[src/rtl/nn_infer_sequencer.sv]
// Sequencer for the shared MAC datapath of the MNIST accelerator: buffers one
// binarised image, walks every class through clear/accumulate/compare and keeps a running argmax.
module nn_infer_sequencer #(
    parameter int unsigned N_IN    = 64,
    parameter int unsigned N_OUT   = 10,
    parameter int unsigned ACC_W   = 16,
    parameter int unsigned MAC_LAT = 1,
    localparam int unsigned AW     = $clog2(N_IN * N_OUT)
) (
    input  logic             clk,
    input  logic             rst_n,
    input  logic             start,
    input  logic             in_valid,
    input  logic [7:0]       in_data,
    output logic             in_ready,
    output logic [AW-1:0]    w_addr,
    output logic             pix_bit,
    output logic             mac_clr,
    output logic             mac_en,
    input  logic [ACC_W-1:0] mac_acc,
    output logic [3:0]       digit,
    output logic             done,
    output logic             busy
);

    localparam int unsigned NB = N_IN / 8;
    localparam int unsigned BW = (NB > 1) ? $clog2(NB) : 1;
    localparam int unsigned IW = $clog2(N_IN);
    localparam int unsigned OW = $clog2(N_OUT);
    localparam int unsigned LW = (MAC_LAT > 1) ? $clog2(MAC_LAT) : 1;

    typedef enum logic [2:0] {
        S_IDLE,
        S_LOAD,
        S_CLR,
        S_RUN,
        S_WAIT,
        S_CMP,
        S_DONE
    } state_t;

    state_t                   state;
    state_t                   state_nxt;
    logic [BW-1:0]            beat;
    logic [IW-1:0]            i;
    logic [OW-1:0]            o;
    logic [LW-1:0]            lat_cnt;
    logic [N_IN-1:0]          pix_buf;
    logic signed [ACC_W-1:0]  best;
    logic [OW-1:0]            best_idx;
    logic [AW-1:0]            run_addr;
    logic                     last_beat;
    logic                     last_pix;
    logic                     last_class;
    logic                     better;

    assign run_addr   = AW'(o) * AW'(N_IN) + AW'(i);
    assign last_beat  = (beat == BW'(NB - 1));
    assign last_pix   = (i == IW'(N_IN - 1));
    assign last_class = (o == OW'(N_OUT - 1));
    // Class 0 always seeds the running best; later classes must be strictly greater so ties keep the lower index.
    assign better     = (o == '0) || ($signed(mac_acc) > best);

    always_ff @(posedge clk or negedge rst_n) begin
        if (!rst_n) begin
            state <= S_IDLE;
        end else begin
            state <= state_nxt;
        end
    end

    always_comb begin
        state_nxt = state;
        in_ready  = 1'b0;
        mac_clr   = 1'b0;
        mac_en    = 1'b0;
        w_addr    = '0;
        pix_bit   = 1'b0;
        done      = 1'b0;
        busy      = (state != S_IDLE);
        case (state)
            S_IDLE: begin
                if (start) state_nxt = S_LOAD;
            end
            S_LOAD: begin
                in_ready = 1'b1;
                if (in_valid && last_beat) state_nxt = S_CLR;
            end
            S_CLR: begin
                mac_clr   = 1'b1;
                state_nxt = S_RUN;
            end
            S_RUN: begin
                mac_en  = 1'b1;
                w_addr  = run_addr;
                pix_bit = pix_buf[i];
                if (last_pix) state_nxt = S_WAIT;
            end
            S_WAIT: begin
                if (lat_cnt == LW'(MAC_LAT - 1)) state_nxt = S_CMP;
            end
            S_CMP: begin
                state_nxt = last_class ? S_DONE : S_CLR;
            end
            S_DONE: begin
                done      = 1'b1;
                state_nxt = S_IDLE;
            end
            default: state_nxt = S_IDLE;
        endcase
    end

    // Pixel buffer, loop counters and argmax tracking advance with the current state.
    always_ff @(posedge clk or negedge rst_n) begin
        if (!rst_n) begin
            beat     <= '0;
            i        <= '0;
            o        <= '0;
            lat_cnt  <= '0;
            pix_buf  <= '0;
            best     <= '0;
            best_idx <= '0;
            digit    <= '0;
        end else begin
            case (state)
                S_IDLE: begin
                    if (start) beat <= '0;
                end
                S_LOAD: begin
                    if (in_valid) begin
                        pix_buf[{beat, 3'b000} +: 8] <= in_data;
                        beat                         <= beat + 1'b1;
                        if (last_beat) o <= '0;
                    end
                end
                S_CLR: begin
                    i <= '0;
                end
                S_RUN: begin
                    i       <= i + 1'b1;
                    lat_cnt <= '0;
                end
                S_WAIT: begin
                    lat_cnt <= lat_cnt + 1'b1;
                end
                S_CMP: begin
                    if (better) begin
                        best     <= $signed(mac_acc);
                        best_idx <= o;
                    end
                    if (!last_class) o <= o + 1'b1;
                end
                S_DONE: begin
                    digit <= 4'(best_idx);
                end
                default: ;
            endcase
        end
    end

endmodule

[config.mk]
export PLATFORM = sky130hd
export DESIGN_NAME = nn_infer_sequencer
export DESIGN_NICKNAME = d
export VERILOG_FILES = /design/src/rtl/nn_infer_sequencer.sv
export SDC_FILE = /design/constraint.sdc
export NUM_CORES = 1
export LEC_CHECK = 0
export ABC_AREA = 1
export CAP_MARGIN = 20
export CORE_MARGIN = 10
export CORE_UTILIZATION = 60
export CTS_CLUSTER_DIAMETER = 40
export CTS_CLUSTER_SIZE = 14
export DETAILED_ROUTE_END_ITERATION = 8
export GPL_TIMING_DRIVEN = 0
export PLACE_DENSITY = 0.84
export SLEW_MARGIN = 20
export SYNTH_ARGS = -nofsm -noshare
export SYNTH_HDL_FRONTEND = slang
export SYNTH_SLANG_ARGS = --single-unit
[constraint.sdc]
create_clock -name clk -period 4.8 [get_ports clk]
set_clock_uncertainty 0.2 [all_clocks]
set_input_delay 0.72 -clock clk [delete_from_list [all_inputs] [get_ports clk]]
set_output_delay 0.72 -clock clk [all_outputs]
set_load 0.02 [all_outputs]
==> results by group <==
Drt
  – Iter 0 DRT Violations: between 500 and 600
  – Vias per cell: approximately 5.7
  – Final wirelength: 14,600 um
  – DR WL/cell: about 16 um
  – DRT Pass-1 Iters: 5
  – Final ANT Viol Nets: 0
  – Via count: 5,167
  – DRC viols: 0

STA
  – Fmax: 257 MHz
  – Hold_ws: -0.00502 ns
  – Unrepaired setup endpoints after global routing: false
  – Slew Viols, Final: 0
  – Hold Vio Cnt, Final: 20
  – Least-Margin Pin Slew: 0.641 ns
  – Final Critical Period: between 3 and 4 ns
  – Setup violators final: 0
  – Relative slew slack: roughly 57%
  – Crit share post-route: 81.2%

Pwr
  – Peak VDD IR: roughly 0.00032 V
  – Pleak: 3.11 nW
  – Total chip power: ~3.4 mW
  – Pwr dens: ~500 nW/um2

Yosys
  – Main synth FF type: dfrtp_1
  – Cell Area, Synth: approximately 5700 um2
  – Synth cell count leaders: nand2_1 (173), dfrtp_1 (105), o21ai_0 (80), inv_1 (78), nor2_1 (63)
  – Gate Count Post-Synth: a little over 700
  – Post-Synth Simple-Gate Area: around a quarter
  – Ys Warns: 0
  – Post-Syn Area per Cell: 8.01 um2
  – Synth area leaders: dfrtp_1 (46%), nand2_1 (11%), o21ai_0 (7.0%), ha_1 (5.9%), inv_1 (5.1%)
  – Compound-Gate Fraction of Synth Area: about an eighth
  – Flops & latches, synth: 105
  – Largest family of logic cells by synthesized area: simple AND/OR/NAND/NOR gates
  – Yosys top cell by area: dfrtp_1
  – Number of synthesized flops with an enable pin: 0
  – Most common cell in the synthesized netlist: nand2_1
  – Mux contribution to synthesized area: less than 1%
  – Yosys top cell area share: between 40 and 50%
  – Async set-reset flop share out of synthesis: 100%
  – Synth cell types: 37
  – Post-Synth XOR/XNOR Area: less than 1%
  – Syn nets: about 770
  – Sequential area share after synthesis: between 40% and 50%
  – Adder-cell area share of the yosys netlist: 5.94%

Worst hold path
  – Hold/Removal Path Class: in -> async

Global route
  – First-pass GRT wire length: 24,400 um
  – GRT Util Overall: 21.1%
  – Gr busiest metal: met2
  – Global route overflow: 0
  – GRT met2 Usage: 33.9%
  – Largest net degree at the start of global routing: 80
  – Vias in the first global route: 4,957
  – GR Layer Usage met1: about 27%
  – Met3 Use GR: approximately 5.2%
  – Antenna violations before repair: 0

Clock network
  – Post-CTS Hold Fix Bufs: 0
  – PostCTS Resize Cnt: 0
  – Clock sink total: about 110
  – CTS HTree Levels: 3
  – Post-CTS Setup Inserts: 0
  – Root Buffer: clkbuf_8
  – TritonCTS clock tree: yes
  – Clock slew at reported path FFs: 0.11 ns
  – CTS Buffer Depth: 2
  – Clk Latency, worst-skew pair: between 0.3 and 0.4 ns
  – CTS buffer count: 9

Floorplanning
  – Die height: around 120 um
  – Starting density of the core: between 60 and 70%
  – Die area: roughly 14,000 um2
  – Die Wd: between 100 and 150 um
  – Row count: 35
  – Core area: slightly above 9000 um2
  – I/O Pins: 48

Final layout
  – Final Util: 71.0%
  – Ant diodes: 0
  – Layout cells sized above 1: 8.66%
  – Post-Layout Cell Count: approximately 900
  – Layout area overhead: 15.3%
  – Area of the multi-input gates: around 2600 um2
  – FF/Latch Area: 2630 um2
  – Final Net Count: approximately 820
  – Finished Cell Area: between 6000 and 7000 um2
  – Fill cells: 734

Flow run
  – Maxcap violations: 0

Critical path
  – Worst path depth: 9
  – Arr. time, crit path: slightly below 3 ns
  – CP Capture Type: primary output
  – Slowest stage cell on the critical path: clkdlybuf4s50_1
  – Crit Path Category: reg -> out
  – Crit-path max FO: 10
  – Delay-heaviest family, CP: buffers and inverters
  – CP required: 3.88 ns
  – Critical Path Source: i[1]
  – CP startpoint kind: register
  – Worst R2R Start: beat[0]
  – Reg2reg path depth: 9
  – Critical path, cell by cell: inv_1 -> clkbuf_1 -> o21ai_0 -> o211ai_1 -> nand3_1 -> nand3_1 -> nand3_1 -> nand2_1 -> clkdlybuf4s50_1
  – Cell mode on critical path: nand3_1
  – Worst path max stage delay: 0.60 ns
  – WP buf/inv: 3

Placement
  – RePlAce Congestion: roughly 0.94
  – Placed Instances: between 800 and 900
  – PortBufs: 47
  – Area post-placement: between 6000 and 7000 um2
  – DP Wirelength: approximately 11,000 um

Outcome
  – Status: finished with violations
  – Failing checks: negative hold slack
[power by group]
part	switching (mW)	leakage, nW	internal [mW]	total, mW
logic	1.01	1.63	0.521	1.53
registers	0.154	1.38	1.11	1.26
clock network	0.331	0.0999	0.251	0.582
total	1.50	3.11	1.88	3.38
[cells in the final DEF, fill, tap and decap left out, types with 8 or more instances in the layout]
master           instances
a21oi_1                 23
buf_2                   17
clkbuf_1                 9
clkbuf_8                 9
clkdlybuf4s50_1         46
dfrtp_1                105
ha_1                    27
inv_1                   78
nand2_1                173
nand3_1                 47
nor2_1                  63
nor3_1                  18
o21ai_0                 80
o21ai_1                  8
o221ai_1                10
[sequential cells by signal, summed over array words and instances (netlist names)]
register,cells
beat,3
best,16
best_idx,4
digit,4
i,6
lat_cnt,1
o,4
pix_buf,64
state,3
[worst reg2reg max path: stages (launching register included)]
cell	delay, ns
dfrtp_1	0.55
inv_2	0.18
ha_1	0.23
ha_1	0.42
inv_1	0.11
nor2_2	0.29
nand3_2	0.24
buf_2	0.24
nand2_1	0.07
o21ai_0	0.08
[per-stage QoR]
stage	setup WS [ns]	hold WS (ns)	setup TNS [ns]
2_1_floorplan	2.46	0.224	0
3_3_place_gp	-1.11	0.250	-115.49
3_5_place_dp	1.42	0.254	0
4_1_cts	1.00	0.000950	0
5_1_grt	0.771	0.000403	0
6_report	0.902	-0.00502	0
[path summary, 6_finish.rpt]
| path | slack, ns | end |
|---|---|---|
| min in group clk | 0.28 | digit[0] |
| min reg2reg | 0.28 | digit[0] |
| max in group asynchronous | 3.73 | pix_buf[2] |
| min | -0.005 | state[1] |
| max reg2reg | 2.08 | pix_buf[23] |
| max | 0.90 | pix_bit |
[cells by family (layout without fill, tap and decap cells)]
kind of cell	count (synthesis)	in the layout
simple gates	322	322
buf+inv	116	180
flops	105	105
compound gates	136	136
fa+ha+maj	27	27
mux	2	2
xor+xnor	2	2
[layer usage]
layer,vias to the layer above,part of all wire (%)
li1,2431,-
met1,2481,42
met2,228,47
met3,27,8.7
met4,0,1.7
met5,-,0
[layout make-up]
| class | count | area share [%] |
|---|---|---|
| Sequential cell | 105 | 40.1 |
| Multi-Input combinational cell | 489 | 39.4 |
| Timing Repair Buffer | 48 | 7.61 |
| Inverter | 89 | 5.29 |
| Tap cell | 129 | 2.46 |
| Buffer | 27 | 1.93 |
| Clock buffer | 9 | 1.89 |
| Clock inverter | 7 | 1.30 |
Power figures use the tool's default switching activity.
